### src/rtl/serial_adder_pkg.sv
`timescale 1ns/1ps
// Shared definitions for the bit-serial adder: FSM state encoding.
// Latency: n/a (types and constants only).
// Backpressure: n/a.
package serial_adder_pkg;

    // 2'd3 is never entered; the FSM default arm steers it back to IDLE
    typedef enum logic [1:0] {
        S_IDLE = 2'd0,
        S_RUN  = 2'd1,
        S_DONE = 2'd2
    } state_t;

endpackage

### src/rtl/full_adder.sv
`timescale 1ns/1ps
// Single-bit full adder cell used as the serial adder datapath.
// Latency: purely combinational.
// Backpressure: none.
module full_adder (
    input  logic a,
    input  logic b,
    input  logic cin,
    output logic s,
    output logic cout
);

    assign s    = a ^ b ^ cin;
    assign cout = (a & b) | (cin & (a ^ b));

endmodule

### src/rtl/serial_adder.sv
`timescale 1ns/1ps
// Bit-serial WIDTH-bit adder: one operand bit pair per clock through one full_adder, LSB first.
// Latency: done pulses WIDTH cycles after the start edge; one result per WIDTH+2 cycles.
// Backpressure: none; start is ignored unless idle, results held until the next completion.
module serial_adder
    import serial_adder_pkg::*;
#(
    parameter int WIDTH = 8,
    parameter int CNT_W = 6
) (
    input  logic             clk,
    input  logic             rst,
    input  logic             start,
    input  logic [WIDTH-1:0] operand_a,
    input  logic [WIDTH-1:0] operand_b,
    input  logic             carry_in,
    output logic             busy,
    output logic             done,
    output logic [WIDTH-1:0] sum,
    output logic             carry_out,
    output logic             overflow
);

    localparam logic [CNT_W-1:0] LAST_BIT = CNT_W'(WIDTH - 1);

    state_t           state;
    logic [WIDTH-1:0] a_sh;
    logic [WIDTH-1:0] b_sh;
    // Holds the WIDTH-1 low result bits collected so far; the MSB comes straight from the cell
    logic [WIDTH-2:0] s_sh;
    logic             c_reg;
    logic [CNT_W-1:0] cnt;

    logic             fa_s;
    logic             fa_co;
    logic [WIDTH-1:0] s_next;

    full_adder u_fa (
        .a    (a_sh[0]),
        .b    (b_sh[0]),
        .cin  (c_reg),
        .s    (fa_s),
        .cout (fa_co)
    );

    // New result bit enters at the top so after WIDTH shifts the word is LSB-aligned
    assign s_next = {fa_s, s_sh};

    // FSM, operand/result shifters, carry register, bit counter and registered outputs
    always_ff @(posedge clk or posedge rst) begin
        if (rst) begin
            state     <= S_IDLE;
            a_sh      <= '0;
            b_sh      <= '0;
            s_sh      <= '0;
            c_reg     <= 1'b0;
            cnt       <= '0;
            busy      <= 1'b0;
            done      <= 1'b0;
            sum       <= '0;
            carry_out <= 1'b0;
            overflow  <= 1'b0;
        end else begin
            done <= 1'b0;
            case (state)
                S_IDLE: begin
                    if (start) begin
                        a_sh  <= operand_a;
                        b_sh  <= operand_b;
                        c_reg <= carry_in;
                        cnt   <= '0;
                        busy  <= 1'b1;
                        state <= S_RUN;
                    end
                end
                S_RUN: begin
                    a_sh  <= a_sh >> 1;
                    b_sh  <= b_sh >> 1;
                    s_sh  <= s_next[WIDTH-1:1];
                    c_reg <= fa_co;
                    cnt   <= cnt + CNT_W'(1);
                    if (cnt == LAST_BIT) begin
                        // On the MSB edge c_reg is the carry into the MSB, fa_co the carry out of it
                        sum       <= s_next;
                        carry_out <= fa_co;
                        overflow  <= c_reg ^ fa_co;
                        busy      <= 1'b0;
                        done      <= 1'b1;
                        state     <= S_DONE;
                    end
                end
                S_DONE: begin
                    state <= S_IDLE;
                end
                default: begin
                    busy  <= 1'b0;
                    state <= S_IDLE;
                end
            endcase
        end
    end

endmodule
### config.mk
export PLATFORM = sky130hd
export DESIGN_NAME = serial_adder
export DESIGN_NICKNAME = d
export VERILOG_FILES = /design/src/rtl/serial_adder_pkg.sv /design/src/rtl/full_adder.sv /design/src/rtl/serial_adder.sv
export SDC_FILE = /design/constraint.sdc
export NUM_CORES = 1
export LEC_CHECK = 0
export CAP_MARGIN = 20
export CORE_UTILIZATION = 56
export CTS_CLUSTER_DIAMETER = 120
export DETAILED_ROUTE_END_ITERATION = 8
export GPL_TIMING_DRIVEN = 0
export HOLD_SLACK_MARGIN = 0.08
export PLACE_DENSITY = 0.83
export SLEW_MARGIN = 10
export SYNTH_ARGS = -nofsm -noshare
export SYNTH_HDL_FRONTEND = slang
export SYNTH_SLANG_ARGS = --single-unit
### constraint.sdc
create_clock -name clk -period 3 [get_ports clk]
set_clock_uncertainty 0.2 [all_clocks]
set_input_delay 0.45 -clock clk [delete_from_list [all_inputs] [get_ports clk]]
set_output_delay 0.45 -clock clk [all_outputs]
set_load 0.02 [all_outputs]
== After elaboration in Yosys (flattened, before gate mapping) ==
Cells that the tools add are included.

* Register bits after elaboration: 44
* Input port bits: 20
* Output and inout bits: 12
* Logic and storage cells: 46

* Add/sub/neg operators: 1
* Eq/ne operators: 5
* Multiplexer cells: 16
* Bitwise logic cells: 7
* Reductions and logical operators: 6

{| class="wikitable"
|+ Operators with widths
! operator !! count
|-
| case mux 8 bit (2 select lines) || 2
|-
| 2-to-1 mux 8 bit || 2
|-
| case mux 6 bit (2 select lines) || 1
|-
| adder 6 x 1 -> 6 bit, second input constant || 1
|-
| == test 6 x 3 -> 1 bit, second input constant || 1
|-
| 2-to-1 mux 6 bit || 1
|-
| AND reduction 2 bit || 3
|-
| 2-to-1 mux 1 bit || 5
|-
| 2-to-1 mux 2 bit || 2
|-
| != test 2 bit, second input constant || 2
|-
| case mux 2 bit (2 select lines) || 1
|-
| case mux 1 bit (3 select lines) || 1
|-
| AND reduction 3 bit || 1
|-
| XOR 1 bit || 3
|-
| AND 1 bit || 2
|-
| == test 2 x 1 -> 1 bit, second input constant || 1
|-
| == test 2 bit, second input constant || 1
|-
| zero test 2 bit || 1
|-
| case mux 1 bit (2 select lines) || 1
|-
| nonzero test 2 bit || 1
|-
| inverter 1 bit || 1
|-
| bitwise OR 1 bit || 1
|}

== Logic depth before layout (Yosys ltp) ==
* Depth in word-level cells: 4
* Gate-level depth with buffers: 5
* Depth with buffers taken out: 4

== Cells and area by module ==
From an unflattened synthesis, not the netlist that was laid out.

* Cell total of the unflattened synthesis: 169
* Area, all modules: 2013.2 µm²

{| class="wikitable"
|+ Modules (own cells, without submodules)
! module !! times used !! cells an instance !! area each (µm²) !! seq. area each (µm²)
|-
| serial_adder || 1 || 168 || 1993.2 || 1101.1
|-
| full_adder || 1 || 1 || 20.0 || 0.0
|}

== Worst setup path before layout ==
OpenSTA, ideal clock, no wires.

* Kind: flip-flop to flip-flop
* From: register cnt[0]
* To: register carry_out
* Setup time: 0.125 ns
* Arrival time: 1.274 ns
* Required time: 2.675 ns
* Path slack: 1.402 ns
* Cell stages (with the launch flop): 5
* Buffers on the path: 0
* Clock period less this slack: 1.598 ns
* Cell sequence: dfrtp_1 -> ha_1 -> and2_1 -> nand3_4 -> mux2_2

* Longest elaborated chain between the ends: 2

{| class="wikitable"
|+ Ends and longest elaborated chain
! what !! line !! source
|-
| start: declaration || serial_adder.sv:32 || <nowiki>logic [CNT_W-1:0] cnt;</nowiki>
|-
| start signal: assignment || serial_adder.sv:81 || <nowiki>cnt <= cnt + CNT_W'(1);</nowiki>
|-
| == test 6 x 3 -> 1 bit || serial_adder.sv:82 || <nowiki>if (cnt == LAST_BIT) begin</nowiki>
|-
| AND reduction 2 bit (no source line) || n/a ||
|-
| end signal: assignment || serial_adder.sv:85 || <nowiki>carry_out <= fa_co;</nowiki>
|-
| end: declaration || serial_adder.sv:20 || <nowiki>output logic carry_out,</nowiki>
|}

No other way between the ends.
A chain may end at the register's enable or synchronous reset.

== Worst setup path after layout ==
* From: register carry_out
* To: output port carry_out

No word-level cell between the ends.

==> summary.md <==
The flow ran to the end, and the final reports show no timing, DRC or antenna violations. In the routed design, unresolved DRC markers number 0. Detailed placement ended at an HPWL of 2790 um.

The final antenna-violating net count was 0. The count of cells along the worst register-to-register path is 4. The tools report the core area as 0.00334 mm2.

The TritonCTS buffer count is 5, and the headroom to the max-slew limit is 0.655. The logs give 0.38 ns for the clock insertion delay at the later pin of the skew report and 1.26 ns for the register-to-register setup slack. Setup repair after global routing left no endpoint under its margin.

The first TritonRoute pass finished after 4 iterations. After layout, the minimum clock period comes to 2.02 ns. The tools report the I/O pin total as 32. Vertical die dimension: 61.2 um. For this design, the sink count on the clock tree is 44. The total inserted antenna cells was 0.

Global-route usage over all layers: 0.232. For this run, the number of Yosys warnings is 0. Summed over all layers, the global routing overflow is 0. For the worst setup path, the data arrival time is 1.37 ns.

The min-delay analysis places its worst path in the category in -> async. The worst setup path is captured at a primary output. The weighted congestion at the end of routability-driven global placement is 0.760.

The tools report the synthesized netlist cell count as 183. The critical path goes through clkdlybuf4s50_1. Based on the critical path, the design can be clocked at up to 495 MHz. The part of the Yosys area used for sequential elements came out at 0.561. The largest single stage delay on the critical path is 0.62 ns.

The dominant delay contributor by cell family on the critical path is buffers and inverters. The peak ir drop on the vdd network is 0.000415 V, and the via count of the first global-routing pass is 1436. The fraction of registers with async set or reset after synthesis is 1.00, and the wire length of the first global-routing pass is 6150 um.

Entering global routing, the biggest net connects 25 pins. The synthesis-stage register bit count works out to 44. For the final number of max-transition violations, the log shows 0. CTS placed an instance of sky130_fd_sc_hd__clkbuf_4 at the clock tree root. Once placement completed, the tool counted placed cells totaling 261. The number of input and output port buffers inserted is 31, and the number of gates given a new drive strength after cts is 0. Dividing total power by cell area gives a power density of 923 mW/mm2. The final sum of negative setup slack is 0 ns.

The fraction of the cycle the final worst path needs works out to 0.674. The number of synthesized flops with an enable pin is 0. The slowest stage of the critical path is the sky130_fd_sc_hd__clkdlybuf4s50_1 cell. In this run the worst path has a maximum fanout of 2.

The run gives 0 as the number of max-cap violations. The average vias per placed instance was 5.48. The floorplan has 21 rows.

The share of post-route cells with drive strength above 1 was 0.135. The cell area that synthesis handed to floorplanning was 0.00196 mm2. Synthesis produced a netlist with a net count of 205.

Summing over every cut layer, the via total after detailed routing is 1474. For this design the static power due to leakage is 1.15 nW. For the DRC marker count from the first detailed-route iteration, the log shows 71. End of the worst register-to-register path: sum[6]$_DFFE_PP0P_. The synthesized netlist contains 29 unique library cells. The worst register-to-register path begins at cnt[0]$_DFFE_PP0P_. The critical path is of the reg -> out type. After clock tree synthesis, the flow added hold-fix buffers numbering 0.

Across all hold checks on the routed design, the worst slack comes to 0.207 ns. The layout overhead on the synthesized area was 24.4%; the initial antenna violation count was 0. The final count of negative-setup-slack endpoints came out at 0.

Dividing the detail-routed wire length by the instance count gives 14.6 um. The width of the die came out at 61.2 um. Number of buffers and inverters on the critical path: 1.

The layout has 240 filler cells. The tools report the effective utilization at floorplan as 0.588. The mean cell area of the mapped netlist came out at 10.7 um2. The number of hold violations in the final report was 0. The actual slew at the worst max-slew pin is 0.516 ns, and the final wirelength is 3930 um. STA classifies the critical path startpoint as a flip-flop. The run gives 2 as the deepest clock path buffer count.

Top flip-flop cell by instance count after synthesis: sky130_fd_sc_hd__dfrtp_1. In the final layout, the registers with the most flip-flops are a_sh x8, b_sh x8, sum x8. Across the whole layout, storage elements account for 0.00110 mm2. For the worst setup path, the data required time is 2.35 ns.

Combined area of the multi-input logic cells: 800 um2. The floorplan step defined a die boundary enclosing 0.00374 mm2. For this run, the number of standard cells in the final layout without fillers is 269. The clock-pin slew of the registers on the worst-case setup and hold paths is 0.14 ns, and the post-CTS setup-driven buffer insertion count is 0. TritonCTS built the clock tree.

The run gives 244 as the final layout net count. The clock tree synthesis step divided the H-tree into 2 levels.
==> logic make-up after synthesis <==
group           share of synthesized area
fa+ha+maj                          0.0166
compound gates                      0.128
flops                               0.561
simple gates                        0.180
xor+xnor                          0.00447
mux                                0.0778
buf+inv                            0.0312
==> how the worst max path moves through the flow <==
stage                                from                   to  slack [ns]  cells past startpoint
finish              carry_out$_DFFE_PP0P_            carry_out        0.98                      1
floorplan                             rst  a_sh[0]$_DFFE_PP0P_        1.32                      1
CTS                 carry_out$_DFFE_PP0P_            carry_out        0.97                      1
detailed placement                  start  a_sh[1]$_DFFE_PP0P_        0.90                      4
global route           sum[5]$_DFFE_PP0P_               sum[5]        0.93                      1
global placement                      rst     busy$_DFFE_PP0P_        0.56                      2
==> Yosys cell counts, types with 3 or more instances <==
library cell / n / area share
sky130_fd_sc_hd__clkbuf_1: 3 / 0.0057
sky130_fd_sc_hd__buf_4: 3 / 0.011
sky130_fd_sc_hd__a22oi_1: 9 / 0.034
sky130_fd_sc_hd__nand2_1: 40 / 0.077
sky130_fd_sc_hd__nor2b_1: 8 / 0.026
sky130_fd_sc_hd__and3_1: 3 / 0.0096
sky130_fd_sc_hd__mux2_2: 10 / 0.057
sky130_fd_sc_hd__dfrtp_1: 44 / 0.56
sky130_fd_sc_hd__buf_2: 3 / 0.0077
sky130_fd_sc_hd__a21oi_1: 11 / 0.028
sky130_fd_sc_hd__mux2i_1: 4 / 0.020
sky130_fd_sc_hd__o21ai_0: 19 / 0.048
sky130_fd_sc_hd__and3b_1: 6 / 0.027
==> final cells by class <==
class                   instances  share of cell area
plain buffers                  10              0.0220
clock buffers                   5              0.0154
clock inverters                 3              0.0190
inverters                       2             0.00308
multi-input cells             127               0.328
flip-flops and latches         44               0.451
well taps                      46              0.0236
repair buffers                 32               0.138
==> through the flow <==
step / cell area, um2 / utilization / power, mW / setup slack [ns]
2_1_floorplan: 1960 / - / 1.56 / 1.32
4_1_cts: 2440 / 0.732 / 2.27 / 0.966
3_5_place_dp: 2360 / 0.706 / 1.89 / 0.897
6_report: 2440 / 0.732 / 2.25 / 0.979
5_1_grt: 2440 / 0.732 / 2.42 / 0.927
3_3_place_gp: 2330 / 0.698 / 1.82 / 0.556
==> cell usage in the layout, fill, tap and decap left out, drive strengths merged <==
cell type      instances
o21bai                 1
buf                    7
o32ai                  1
fa                     1
clkbuf                 9
or3b                   1
o21ai                 19
dfrtp                 44
and3b                  6
nor3                   1
a22oi                  9
clkdlybuf4s50         31
nor2                   1
mux2i                  4
nor2b                  8
mux2                  10
nand2                 40
ha                     1
clkinvlp               1
nand2b                 2
a22o                   2
nand3                  2
bufinv                 1
and2                   2
a21oi                 11
inv                    3
xor2                   1
and3                   3
nand4                  1
==> where the power goes <==
part	switching, mW	internal (mW)
logic	0.459	0.420
clock network	0.208	0.178
registers	0.163	0.826
total	0.829	1.42
==> layer usage <==
layer	wire [um]	global-route usage	part of all wire
met1	1690	0.268	0.43
met2	2040	0.399	0.52
met3	112	0.0483	0.028
met4	92	0.136	0.023
met5	0	0	0
Note: power is estimated with default switching activity, not from simulation.
